**config.mk**
```make
export PLATFORM = sky130hd
export DESIGN_NAME = lbist_ctrl
export DESIGN_NICKNAME = d
export VERILOG_FILES = /design/src/rtl/lbist_ctrl.sv
export SDC_FILE = /design/constraint.sdc
export NUM_CORES = 1
export LEC_CHECK = 0
export ABC_AREA = 0
export BUFFER_PORTS_ARGS = -buffer_cell sky130_fd_sc_hd__buf_2
export CORE_MARGIN = 1
export CORE_UTILIZATION = 50
export DETAILED_ROUTE_END_ITERATION = 16
export PLACE_DENSITY_LB_ADDON = 0.3
export SYNTH_ARGS = -nofsm -noshare
export SYNTH_HDL_FRONTEND = slang
export SYNTH_SLANG_ARGS = --single-unit
```
**constraint.sdc**
```tcl
create_clock -name clk -period 2.3 [get_ports clk]
set_clock_uncertainty 0.05 [all_clocks]
set_input_delay 0.345 -clock clk [delete_from_list [all_inputs] [get_ports clk]]
set_output_delay 0.345 -clock clk [all_outputs]
set_load 0.03 [all_outputs]
```
**src/rtl/lbist_ctrl.sv**
```systemverilog
// ============================================================================
// lbist_ctrl : logic-BIST session sequencer (TPG reset, MISR enable, compare)
// Revision   : 1.0
// ============================================================================
`timescale 1ns/1ps
`default_nettype none

module lbist_ctrl #(
   parameter int                  BITS         = 4,
   parameter int                  SIG_BITS     = 8,
   parameter logic [SIG_BITS-1:0] GOLDEN       = '0,
   parameter int                  MAX_PATTERNS = (1 << BITS) - 1,
   parameter int                  CUT_LAT      = 1,
   parameter int                  CW           = $clog2(MAX_PATTERNS + 1)
) (
   input  logic                clk,
   input  logic                rst,
   input  logic                start,
   input  logic                abort,
   input  logic                tpg_end,
   input  logic [SIG_BITS-1:0] signature,
   output logic                tpg_rst,
   output logic                misr_clr,
   output logic                misr_en,
   output logic                busy,
   output logic                done,
   output logic                pass,
   output logic                timeout,
   output logic [CW-1:0]       pattern_count
);

   typedef enum logic [2:0] {
      S_IDLE    = 3'd0,
      S_INIT    = 3'd1,
      S_RUN     = 3'd2,
      S_FLUSH   = 3'd3,
      S_COMPARE = 3'd4,
      S_DONE    = 3'd5
   } state_t;

   localparam logic [CW-1:0] LIMIT      = CW'(MAX_PATTERNS);
   localparam logic [CW-1:0] LAST       = CW'(MAX_PATTERNS - 1);
   localparam bit            HAS_FLUSH  = (CUT_LAT > 0);
   localparam logic [3:0]    FLUSH_LOAD = HAS_FLUSH ? 4'(CUT_LAT - 1) : 4'd0;

   if (MAX_PATTERNS < 1 || CUT_LAT < 0 || CUT_LAT > 15) begin : g_param_check
      $error("lbist_ctrl: MAX_PATTERNS must be >= 1 and CUT_LAT within 0..15");
   end

   state_t     state;
   state_t     next_state;
   logic [3:0] flush_cnt;
   logic       in_session;
   logic       last_pattern;
   logic       run_exit;

   always_comb begin
      in_session   = (state == S_INIT) || (state == S_RUN) ||
                     (state == S_FLUSH) || (state == S_COMPARE);
      last_pattern = (pattern_count == LAST);
      run_exit     = tpg_end || last_pattern;
      next_state   = state;
      case (state)
         S_IDLE:    if (start) next_state = S_INIT;
         S_INIT:    next_state = S_RUN;
         S_RUN:     if (run_exit) next_state = HAS_FLUSH ? S_FLUSH : S_COMPARE;
         S_FLUSH:   if (flush_cnt == 4'd0) next_state = S_COMPARE;
         S_COMPARE: next_state = S_DONE;
         S_DONE:    if (start) next_state = S_INIT;
         default:   next_state = S_IDLE;
      endcase
      if (abort && in_session) next_state = S_IDLE;
   end

   // Control outputs are registered from next_state so they line up with the state register.
   always_ff @(posedge clk or negedge rst) begin
      if (!rst) begin
         state         <= S_IDLE;
         tpg_rst       <= 1'b1;
         misr_clr      <= 1'b0;
         misr_en       <= 1'b0;
         busy          <= 1'b0;
         done          <= 1'b0;
         pass          <= 1'b0;
         timeout       <= 1'b0;
         pattern_count <= '0;
         flush_cnt     <= 4'd0;
      end else begin
         state    <= next_state;
         tpg_rst  <= (next_state != S_RUN);
         misr_clr <= (next_state == S_INIT);
         misr_en  <= (next_state == S_RUN) || (next_state == S_FLUSH);
         busy     <= (next_state == S_INIT) || (next_state == S_RUN) ||
                     (next_state == S_FLUSH) || (next_state == S_COMPARE);
         done     <= (next_state == S_DONE);

         if (abort && in_session) begin
            pass    <= 1'b0;
            timeout <= 1'b0;
         end else begin
            case (state)
               S_INIT: begin
                  pattern_count <= '0;
                  pass          <= 1'b0;
                  timeout       <= 1'b0;
               end
               S_RUN: begin
                  if (pattern_count != LIMIT) pattern_count <= pattern_count + CW'(1);
                  // tpg_end takes precedence when it coincides with the limit
                  if (last_pattern && !tpg_end) timeout <= 1'b1;
                  if (run_exit) flush_cnt <= FLUSH_LOAD;
               end
               S_FLUSH: begin
                  if (flush_cnt != 4'd0) flush_cnt <= flush_cnt - 4'd1;
               end
               S_COMPARE: begin
                  pass <= (signature == GOLDEN) && !timeout;
               end
               default: ;
            endcase
         end
      end
   end

endmodule

`default_nettype wire

```
; ---- Word level (Yosys, flattened, before mapping)
; Index checks and enable logic that the tools add are counted.
; Widths: inputs -> output; s select.
[op_classes]
add_sub_neg = 2
eq_ne = 17
mux = 15
bitwise = 1
n_reduce_logical = 25
[op_table]
columns = cell, n
row1 = $pmux 4 s2, 2
row2 = $pmux 3 s5, 1
row3 = $eq 3x2->1 const B, 4
row4 = $eq 3x3->1 const B, 4
row5 = $mux 3, 4
row6 = $mux 4, 3
row7 = $logic_not 8->1, 1
row8 = $logic_or 1x1->1, 8
row9 = $eq 3x1->1 const B, 2
row10 = $reduce_bool 3->1, 2
row11 = $add 4x1->4 const B, 1
row12 = $eq 4x4->1 const B, 1
row13 = $logic_not 4->1, 1
row14 = $ne 2x1->1 const B, 2
row15 = $ne 4x4->1 const B, 1
row16 = $pmux 1 s2, 2
row17 = $reduce_and 4->1, 1
row18 = $reduce_bool 2->1, 2
row19 = $reduce_bool 4->1, 1
row20 = $sub 4x1->4 const B, 1
row21 = $logic_and 1x1->1, 3
row22 = $logic_not 3->1, 1
row23 = $mux 1, 3
row24 = $ne 3x1->1 const B, 1
row25 = other kinds (7), 8
[totals]
ff_bits = 18
input_bits = 13

; ---- Longest topological paths before layout
; Gate-level depths: netlist (run 1).
[depth]
depth_word = 10
mapped_depth = 6
mapped_depth_nobuf = 6

; ---- Least setup slack after synthesis (run 1)
; No wires, ideal clock.
[synth_timing]
kind = reg2reg
from = register pattern_count[0]
to = register flush_cnt[3]
arrival_ps = 1530
required_ps = 2167
slack_ps = 637
stages_incl_launch_ff = 7
n_path_buf = 0
cell_sequence = dfrtp_1 > inv_1 > ha_1 > a311o_1 > nand3_1 > o21ai_0 > o21ai_0
[synth_between]
elab_chain_len = 4
[synth_rtl]
columns = item, line
row1 = "start, declared", 29  ; output logic [CW-1:0] pattern_count
row2 = "start signal, assigned", 108  ; if (pattern_count != LIMIT) pattern_count <= pattern_count + CW'(1);
row3 = $eq 4x4->1, 60  ; last_pattern = (pattern_count == LAST);
row4 = $logic_or 1x1->1, 61  ; run_exit = tpg_end || last_pattern;
row5 = $ne 2x2->1 (no line), --
row6 = $reduce_and 4->1 (no line), --
row7 = "end signal, assigned", 114  ; if (flush_cnt != 4'd0) flush_cnt <= flush_cnt - 4'd1;
row8 = "end, declared", 52  ; logic [3:0] flush_cnt;
; No other way between the ends.
; A chain may end at the register's enable or synchronous reset.

; ---- Worst setup path in the final report (run 1)
[layout_timing]
from = register state[2]
to = register flush_cnt[3]
[layout_between]
elab_chain_len = 7
[layout_rtl]
columns = item, line
row1 = "start, declared", 50  ; state_t state;
row2 = "start signal, assigned", 89  ; state <= next_state;
row3 = $eq 3x1->1 or $eq 3x2->1 (tied branches), "58, 101"
row4 = $logic_or 1x1->1 (2 in a row), 58  ; in_session = (state == S_INIT) || (state == S_RUN) ||
row5 = $logic_or 1x1->1, 59  ; (state == S_FLUSH) || (state == S_COMPARE);
row6 = $logic_and 1x1->1, 97  ; if (abort && in_session) begin
row7 = $not 1->1 (no line), --
row8 = $reduce_and 4->1 (no line), --
; Parallel ways exist; a longest one is shown, timed or not.

==> results.txt, run 1 <==
----------------------------------------------------
[Setup path]
  Data arrival time at the worst-slack endpoint ... 1850 ps
  Category of the critical setup timing path ... flip-flop to flip-flop
  Longest individual stage delay on the worst path ... about 550 ps
  Worst Path Buf+Inv ... 0
  Critical path fanouts, max ... 14
  Count of cells along the worst register-to-register path ... 4
  Type of destination of the critical path ... flip-flop
  Category of cells accounting for the largest share of critical-path delay ... simple AND/OR/NAND/NOR gates
  Cell type with the highest occurrence count on the critical path ... o21ai_0
  Capture point of the worst reg-to-reg path ... flush_cnt[3]
  FF-to-FF setup slack ... 590 ps
  Worst-path cell chain ... nor3b_4 -> nand3_1 -> o21ai_0 -> o21ai_0
  Cell type of the slowest stage on the worst timing path ... dfrtp_1
  CP Data Required Time ... 2440 ps
  Type of element launching the critical path ... flip-flop
  Reg2reg start ... state[2]

[Timing]
  Final setup violating endpoints ... 0
  Count of pins over their slew limit ... 0
  RSZ-0062 raised after global routing ... no
  Setup TNS ... 0 ps
  Maximum clock rate ... approximately 600 MHz
  Period utilization ... 0.743
  Hold violation count in the final report ... 0
  Rel. slew slack ... 0.618
  Final critical-path required period ... 1710 ps
  Worst Hold Slack ... between 200 and 300 ps
  Slew at the pin closest to its max-slew limit ... around 570 ps

[Clocking]
  Clock Sinks ... 18
  CTS max path bufs ... 2
  Post-CTS setup-driven buffer insertion count ... 0
  Gates resized, CTS repair ... 0
  Number of hold buffers added after CTS ... 1
  H-tree depth ... 1
  Clock root buffer master ... clkbuf_4
  TritonCTS clock tree ... done
  CTS buffer count ... 3
  Clock input transition at the sequential cells of the worst setup and hold paths ... 110 ps
  Clock insertion delay at the later pin of the skew report ... approximately 300 ps

[Global route]
  Wire length of the first global-routing pass ... about 3.5 mm
  Initial antenna violation count ... 0
  Vias in the first global route ... 807
  Maximum number of pins on one net before global-route repair ... 20
  GRT Util Overall ... 0.222
  Total grt overflow ... 0

[Hold path]
  Worst min-delay path category ... input pin to flip-flop
  Worst hold path stage count ... 3
  Worst-case hold path end point ... misr_clr
  Worst hold start ... start

[Synth]
  Syn nets ... 126
  Share of synthesized registers carrying an async set or reset ... 1.00
  Share of synthesized area occupied by flip-flops and latches ... 0.439
  Largest family of logic cells by synthesized area ... simple AND/OR/NAND/NOR gates
  Synth warnings ... 0
  Post-synthesis adder-cell area fraction ... 0.0487
  Top flip-flop cell by instance count after synthesis ... dfrtp_1
  Number of flip-flops and latches in the synthesized netlist ... 18
  Dominant cell type by area after synthesis ... dfrtp_1
  Simple-gate share of the synthesized area ... 0.274
  Gate count of the mapped netlist ... ~110
  Synthesized-area fraction occupied by ao, oa, aoi and oai cells ... 0.185
  Top cell type's share of synthesized area ... 0.414
  Proportion of synthesized area in mux cells ... 0
  Post-Synthesis Cell Area ... 1030 um2
  Average footprint of a synthesized cell ... 9.44 um2
  Post-Synth XOR/XNOR Area ... 0.00852
  Count of unique library cells instantiated by Yosys ... 39
  Ranking of synthesized cells by area ... dfrtp_1 (41%), ha_1 (4.9%), o21ai_0 (3.9%), a21oi_1 (3.4%), nor3_1 (2.9%)
  Count of flip-flops with a built-in enable after synthesis ... 0

[Routing]
  Remaining antenna violation count ... 0
  Number of vias per cell after detailed routing ... 5.74
  DRC viols ... 0
  Detailed-route via count ... 918
  Routed wire length per instance ... 13.2 um
  Detailed-route wire length ... approximately 2.1 mm
  Detailed-routing iteration count for the pre-antenna-repair pass ... 4
  Drt initial violations ... 26

[Placed design]
  IO buf count ... 23
  DPL Wire Length ... 1.48 mm
  Total placed cells including tap cells ... 155
  GP Congestion ... 0.745

[Floorplan]
  Die outline width ... ~47 um
  Num rows ... 16
  Ports ... 24
  Core Footprint ... 1940 um2
  Chip height ... between 40 and 50 um
  Effective utilization at floorplan ... 0.530
  Die area ... roughly 2200 um2

[Cells and area]
  Area growth, synth to finish ... 17.0%
  Number of nets at the end of the flow ... around 150
  Fraction of layout cells with a size suffix above 1 ... 0.263
  Diodes inserted ... 0
  Count of placed standard cells in the final layout, fillers left out ... 160
  Final Util ... 0.620
  Commonest non-fill, non-tap cells in the layout ... buf_2 (23), dfrtp_1 (17), nor2_1 (8), o21ai_0 (8), nand2_1 (8)
  Commonest non-fill, non-tap cell in the layout ... buf_2

[Pwr]
  Total power draw ... 1.50 mW
  Pwr dens ... 1240 nW/um2
  Static leakage ... 0.556 nW
  Worst IR drop on VDD ... 753 uV

[Run]
  Max-cap viol count ... 0

[Outcome]
  Status ... finished, final reports clean

----------------------------------------------------
==> per-stage QoR <==
| step | instance area, um2 | setup WS [ps] |
|---|---|---|
| 4_1_cts | 1200 | 603 |
| 2_1_floorplan | 1030 | 637 |
| 3_5_place_dp | 1160 | 617 |
| 6_report | 1200 | 592 |
| 3_3_place_gp | 1160 | 641 |
| 5_1_grt | 1200 | 372 |
==> tightest hold or removal path, cell delays in order <==
cell	delay (ps)
buf_2	110
nand2b_1	80
nor2_1	40
==> power by group <==
part | internal [mW] | leakage, nW | switching, mW | total, mW
Sequential | 0.430 | 0.235 | 0.138 | 0.568
Combinational | 0.281 | 0.300 | 0.444 | 0.725
Clock | 0.0965 | 0.0210 | 0.107 | 0.203
Total | 0.807 | 0.556 | 0.689 | 1.50
==> flip-flops by register name (all words and copies together) (netlist names) <==
signal,count
timeout,1
misr_clr,1
busy,1
pattern_count,4
state,3
pass,1
done,1
flush_cnt,4
misr_en,1
tpg_rst,1
==> layout make-up <==
cell class	count	area, um2
Multi-Input combinational cell	81	531
Sequential cell	18	452
Fill cell	170	738
Clock buffer	4	36.3
Inverter	5	18.8
Timing Repair Buffer	25	133
Tap cell	27	33.8
==> cells by family after synthesis <==
logic type	Yosys count
buffers and inverters	10
DFF	18
adders and majority gates	4
and+or+nand+nor	47
xor gates and xnor gates	1
AOI/OAI and AO/OA	29
==> how the worst max path moves through the flow <==
| stage | startpoint | endpoint | cells after the start |
|---|---|---|---|
| 6_report | state[2] | flush_cnt[3] | 4 |
| 5_1_grt | state[2] | flush_cnt[3] | 4 |
| 4_1_cts | state[2] | flush_cnt[3] | 4 |
| 3_5_place_dp | state[2] | flush_cnt[3] | 4 |
| 3_3_place_gp | state[2] | flush_cnt[3] | 4 |
| 2_1_floorplan | pattern_count[0] | flush_cnt[3] | 6 |
==> layer usage <==
metal  vias up  global-route usage  wire [um]  share of wire
met3         2              0.0346         91          0.043
li1        451                   -          -              -
met5         -                   0          0              0
met1       438               0.287        982           0.46
met2        27               0.373       1030           0.49
met4         0              0.0857         12         0.0057
==> Yosys cell counts (all sizes together), types with 2 or more instances <==
| cell | n |
|---|---|
| a21oi | 7 |
| buf | 5 |
| nand2b | 3 |
| o22ai | 2 |
| nand3b | 3 |
| nor3b | 2 |
| o21ai | 8 |
| a211oi | 2 |
| nand3 | 4 |
| dfrtp | 17 |
| nor2 | 8 |
| nand2 | 8 |
| inv | 5 |
| ha | 4 |
| nor3 | 7 |
| nand4 | 3 |
| and3 | 2 |
| a31oi | 2 |
No activity file was read; power rests on OpenSTA's default activity.
==> run 2, diff against run 1 <==
--- a/config.mk
+++ b/config.mk
@@ -5,10 +5,10 @@
 export SDC_FILE = /design/constraint.sdc
 export NUM_CORES = 1
 export LEC_CHECK = 0
-export ABC_AREA = 0
+export ABC_AREA = 1
 export BUFFER_PORTS_ARGS = -buffer_cell sky130_fd_sc_hd__buf_2
 export CORE_MARGIN = 1
-export CORE_UTILIZATION = 50
+export CORE_UTILIZATION = 46
 export DETAILED_ROUTE_END_ITERATION = 16
 export PLACE_DENSITY_LB_ADDON = 0.3
 export SYNTH_ARGS = -nofsm -noshare
==> constraint.sdc (replaced) <==
create_clock -name clk -period 1.5 [get_ports clk]
set_clock_uncertainty 0.05 [all_clocks]
set_input_delay 0.225 -clock clk [delete_from_list [all_inputs] [get_ports clk]]
set_output_delay 0.225 -clock clk [all_outputs]
set_load 0.03 [all_outputs]
==> results.txt, run 2 <==
----------------------------------------------------
[Outcome]
  Status ... finished, final reports clean

[Pwr]
  Total power draw ... 2.30 mW (+53%)
  Pwr dens ... 1850 nW/um2 (+49%)
  Static leakage ... 0.696 nW (+25%)
  Worst IR drop on VDD ... 1140 uV (+51%)

[Timing]
  Maximum clock rate ... 689 MHz (+18%)
  Final setup margin ... 49.6 ps (-542 ps)
  Rel. slew slack ... 0.737 (+0.119)
  Period utilization ... 0.967 (+0.224)
  Hold violation count in the final report ... 0 (unchanged)
  Final setup violating endpoints ... 0 (unchanged)
  Final critical-path required period ... 1450 ps (-258 ps)
  Slew at the pin closest to its max-slew limit ... 395 ps (-178 ps)
  Setup TNS ... 0 ps (unchanged)
  RSZ-0062 raised after global routing ... yes
  Count of pins over their slew limit ... 0 (unchanged)

[Routing]
  DRC viols ... 0 (unchanged)
  Detailed-routing iteration count for the pre-antenna-repair pass ... 4 (unchanged)
  Remaining antenna violation count ... 0 (unchanged)
  Drt initial violations ... 7 (-73%)
  Detailed-route via count ... 921 (+0.33%)
  Detailed-route wire length ... 2.12 mm (+0.28%)
  Number of vias per cell after detailed routing ... 4.98 (-13%)
  Routed wire length per instance ... 11.4 um (-13%)

[Floorplan]
  Die outline width ... 48.6 um (+2.5%)
  Die area ... 2360 um2 (+5.2%)
  Num rows ... 16 (unchanged)
  Chip height ... 48.6 um (+2.5%)
  Effective utilization at floorplan ... 0.498 (-0.0315)
  Ports ... 24 (unchanged)
  Core Footprint ... 2000 um2 (+3.1%)

[Global route]
  Initial antenna violation count ... 0 (unchanged)
  GRT Util Overall ... 0.192 (-0.0300)
  Total grt overflow ... 0 (unchanged)
  Maximum number of pins on one net before global-route repair ... 19 (-5.0%)
  Vias in the first global route ... 834 (+3.3%)
  Wire length of the first global-routing pass ... 3.57 mm (+3.6%)

[Clocking]
  Clock root buffer master ... clkbuf_4
  Clock insertion delay at the later pin of the skew report ... 290 ps (about the same)
  CTS buffer count ... 3 (unchanged)
  H-tree depth ... 1 (unchanged)
  CTS max path bufs ... 2 (unchanged)
  Clock input transition at the sequential cells of the worst setup and hold paths ... 110 ps (about the same)
  Clock Sinks ... 18 (unchanged)
  TritonCTS clock tree ... done

[Synth]
  Top cell type's share of synthesized area ... 0.427 (+0.0130)
  Count of unique library cells instantiated by Yosys ... 23 (-41%)
  Count of flip-flops with a built-in enable after synthesis ... 0 (unchanged)
  Count leader, synth ... nand2_1
  Post-Synthesis Cell Area ... 997 um2 (-3.0%)
  Dominant cell type by area after synthesis ... dfrtp_1
  Ranking of synthesized cells by area ... dfrtp_1 (43%), nand2_1 (10%), nand3_1 (6.5%), inv_1 (6.0%), ha_1 (5.0%)
  Number of flip-flops and latches in the synthesized netlist ... 18 (unchanged)
  Synth warnings ... 0 (unchanged)
  Most instantiated cells after synthesis ... nand2_1 (27), dfrtp_1 (17), inv_1 (16)
  Syn nets ... 142 (+13%)
  Average footprint of a synthesized cell ... 7.98 um2 (-15%)
  Top flip-flop cell by instance count after synthesis ... dfrtp_1
  Share of synthesized registers carrying an async set or reset ... 1.00 (unchanged)
  Gate count of the mapped netlist ... 125 (+15%)
  Share of synthesized area occupied by flip-flops and latches ... 0.453 (+0.0138)

[Setup path]
  Worst-path cell chain ... inv_2 -> ha_1 -> nand3_2 -> nand2_2 -> inv_1 -> o21ai_2 -> buf_4 -> nand2_1 -> nor2_1
  FF-to-FF setup slack ... 50 ps (-540 ps)
  Category of cells accounting for the largest share of critical-path delay ... flip-flops
  Category of the critical setup timing path ... flip-flop to flip-flop
  Critical path fanouts, max ... 5 (-9)
  Longest individual stage delay on the worst path ... 390 ps (-160 ps)
  Capture point of the worst reg-to-reg path ... misr_clr
  Type of element launching the critical path ... flip-flop
  CP Data Required Time ... 1680 ps (-760 ps)
  Cell type of the slowest stage on the worst timing path ... dfrtp_1
  Data arrival time at the worst-slack endpoint ... 1630 ps (-220 ps)
  Count of cells along the worst register-to-register path ... 9 (+5)
  Type of destination of the critical path ... flip-flop
  Worst Path Buf+Inv ... 3 (+3)
  Reg2reg start ... flush_cnt[0]

[Placed design]
  GP Congestion ... 0.826 (+11%)
  Total placed cells including tap cells ... 176 (+14%)
  IO buf count ... 23 (unchanged)
  Worst slack at placement ... 11.3 ps (-605 ps)
  DPL Wire Length ... 1.48 mm (+0.18%)

[Cells and area]
  Diodes inserted ... 0 (unchanged)
  Commonest non-fill, non-tap cell in the layout ... nand2_1
  Fraction of layout cells with a size suffix above 1 ... 0.373 (+0.110)
  Count of placed standard cells in the final layout, fillers left out ... 185 (+16%)
  Commonest non-fill, non-tap cells in the layout ... nand2_1 (25), buf_2 (23), dfrtp_1 (14)
  Filler Cell Count ... 174 (+2.4%)
  Area growth, synth to finish ... 24.5%
  Largest registers ... flush_cnt x4, pattern_count x4, state x3
  Number of nets at the end of the flow ... 176 (+17%)

[Hold path]
  Worst hold start ... signature[6]
  Worst-case hold path end point ... pass
  Worst min-delay path category ... input pin to flip-flop
  Worst hold path stage count ... 4 (+1)

[Run]
  Max-cap viol count ... 0 (unchanged)

----------------------------------------------------
[run 2: metal layers]
metal	global-route usage	routed length [um]	up-vias
li1	-	-	463
met1	0.245	954	424
met2	0.343	1020	32
met3	0.0377	130	2
met4	0.0294	9	0
met5	0	0	-
[run 2: cells by family (layout without fill, tap and decap cells)]
logic type,count (synthesis),count (layout),synth area share
AO/OA/AOI/OAI,14,14,0.0765
XOR/XNOR,3,3,0.0264
adder cells (fa/ha/maj),4,4,0.0502
buffers and inverters,20,53,0.0816
flip-flops,18,18,0.453
AND/OR/NAND/NOR,66,66,0.312
[run 2: through the flow]
step	hold WS, ps	instance area (um2)	util
6_report	138	1240	0.620
5_1_grt	152	1240	0.620
4_1_cts	140	1200	0.599
3_5_place_dp	125	1150	0.577
3_3_place_gp	119	1150	0.577
2_1_floorplan	-121	998	-
[run 2: how the worst max path moves through the flow]
stage | from | to | slack, ps | cells after the start
2_1_floorplan | pattern_count[0] | flush_cnt[0] | 70 | 10
3_3_place_gp | flush_cnt[0] | busy | 20 | 9
3_5_place_dp | flush_cnt[0] | busy | 10 | 9
4_1_cts | flush_cnt[1] | busy | 0.3 | 9
5_1_grt | flush_cnt[0] | busy | -70 | 9
6_report | flush_cnt[0] | misr_clr | 50 | 9
[run 2: report_power, final]
group,switching [mW],internal (mW)
clock,0.149,0.103
combinational,0.796,0.458
sequential,0.147,0.643
[run 2: repair_timing]
item                                    CTS  global route
endpoints found under the setup margin    1            12
hold buffers                              1             0
gates resized for setup                   1            12
cloned                                    0             0
endpoints found under the hold margin    17             0
buffers inserted                          1             3
pin swaps                                 1             4
[run 2: tightest hold or removal path: stages]
cell	delay, ps
buf_2	70
nor4_1	40
nand2_1	50
a21boi_0	70
[run 2: final cells by class]
type	count	area, um2	area share
Multi-Input combinational cell	87	482	0.388
Clock buffer	4	26.3	0.0212
Timing Repair Buffer	30	170	0.137
Tap cell	27	33.8	0.0272
Inverter	19	73.8	0.0595
Sequential cell	18	455	0.367
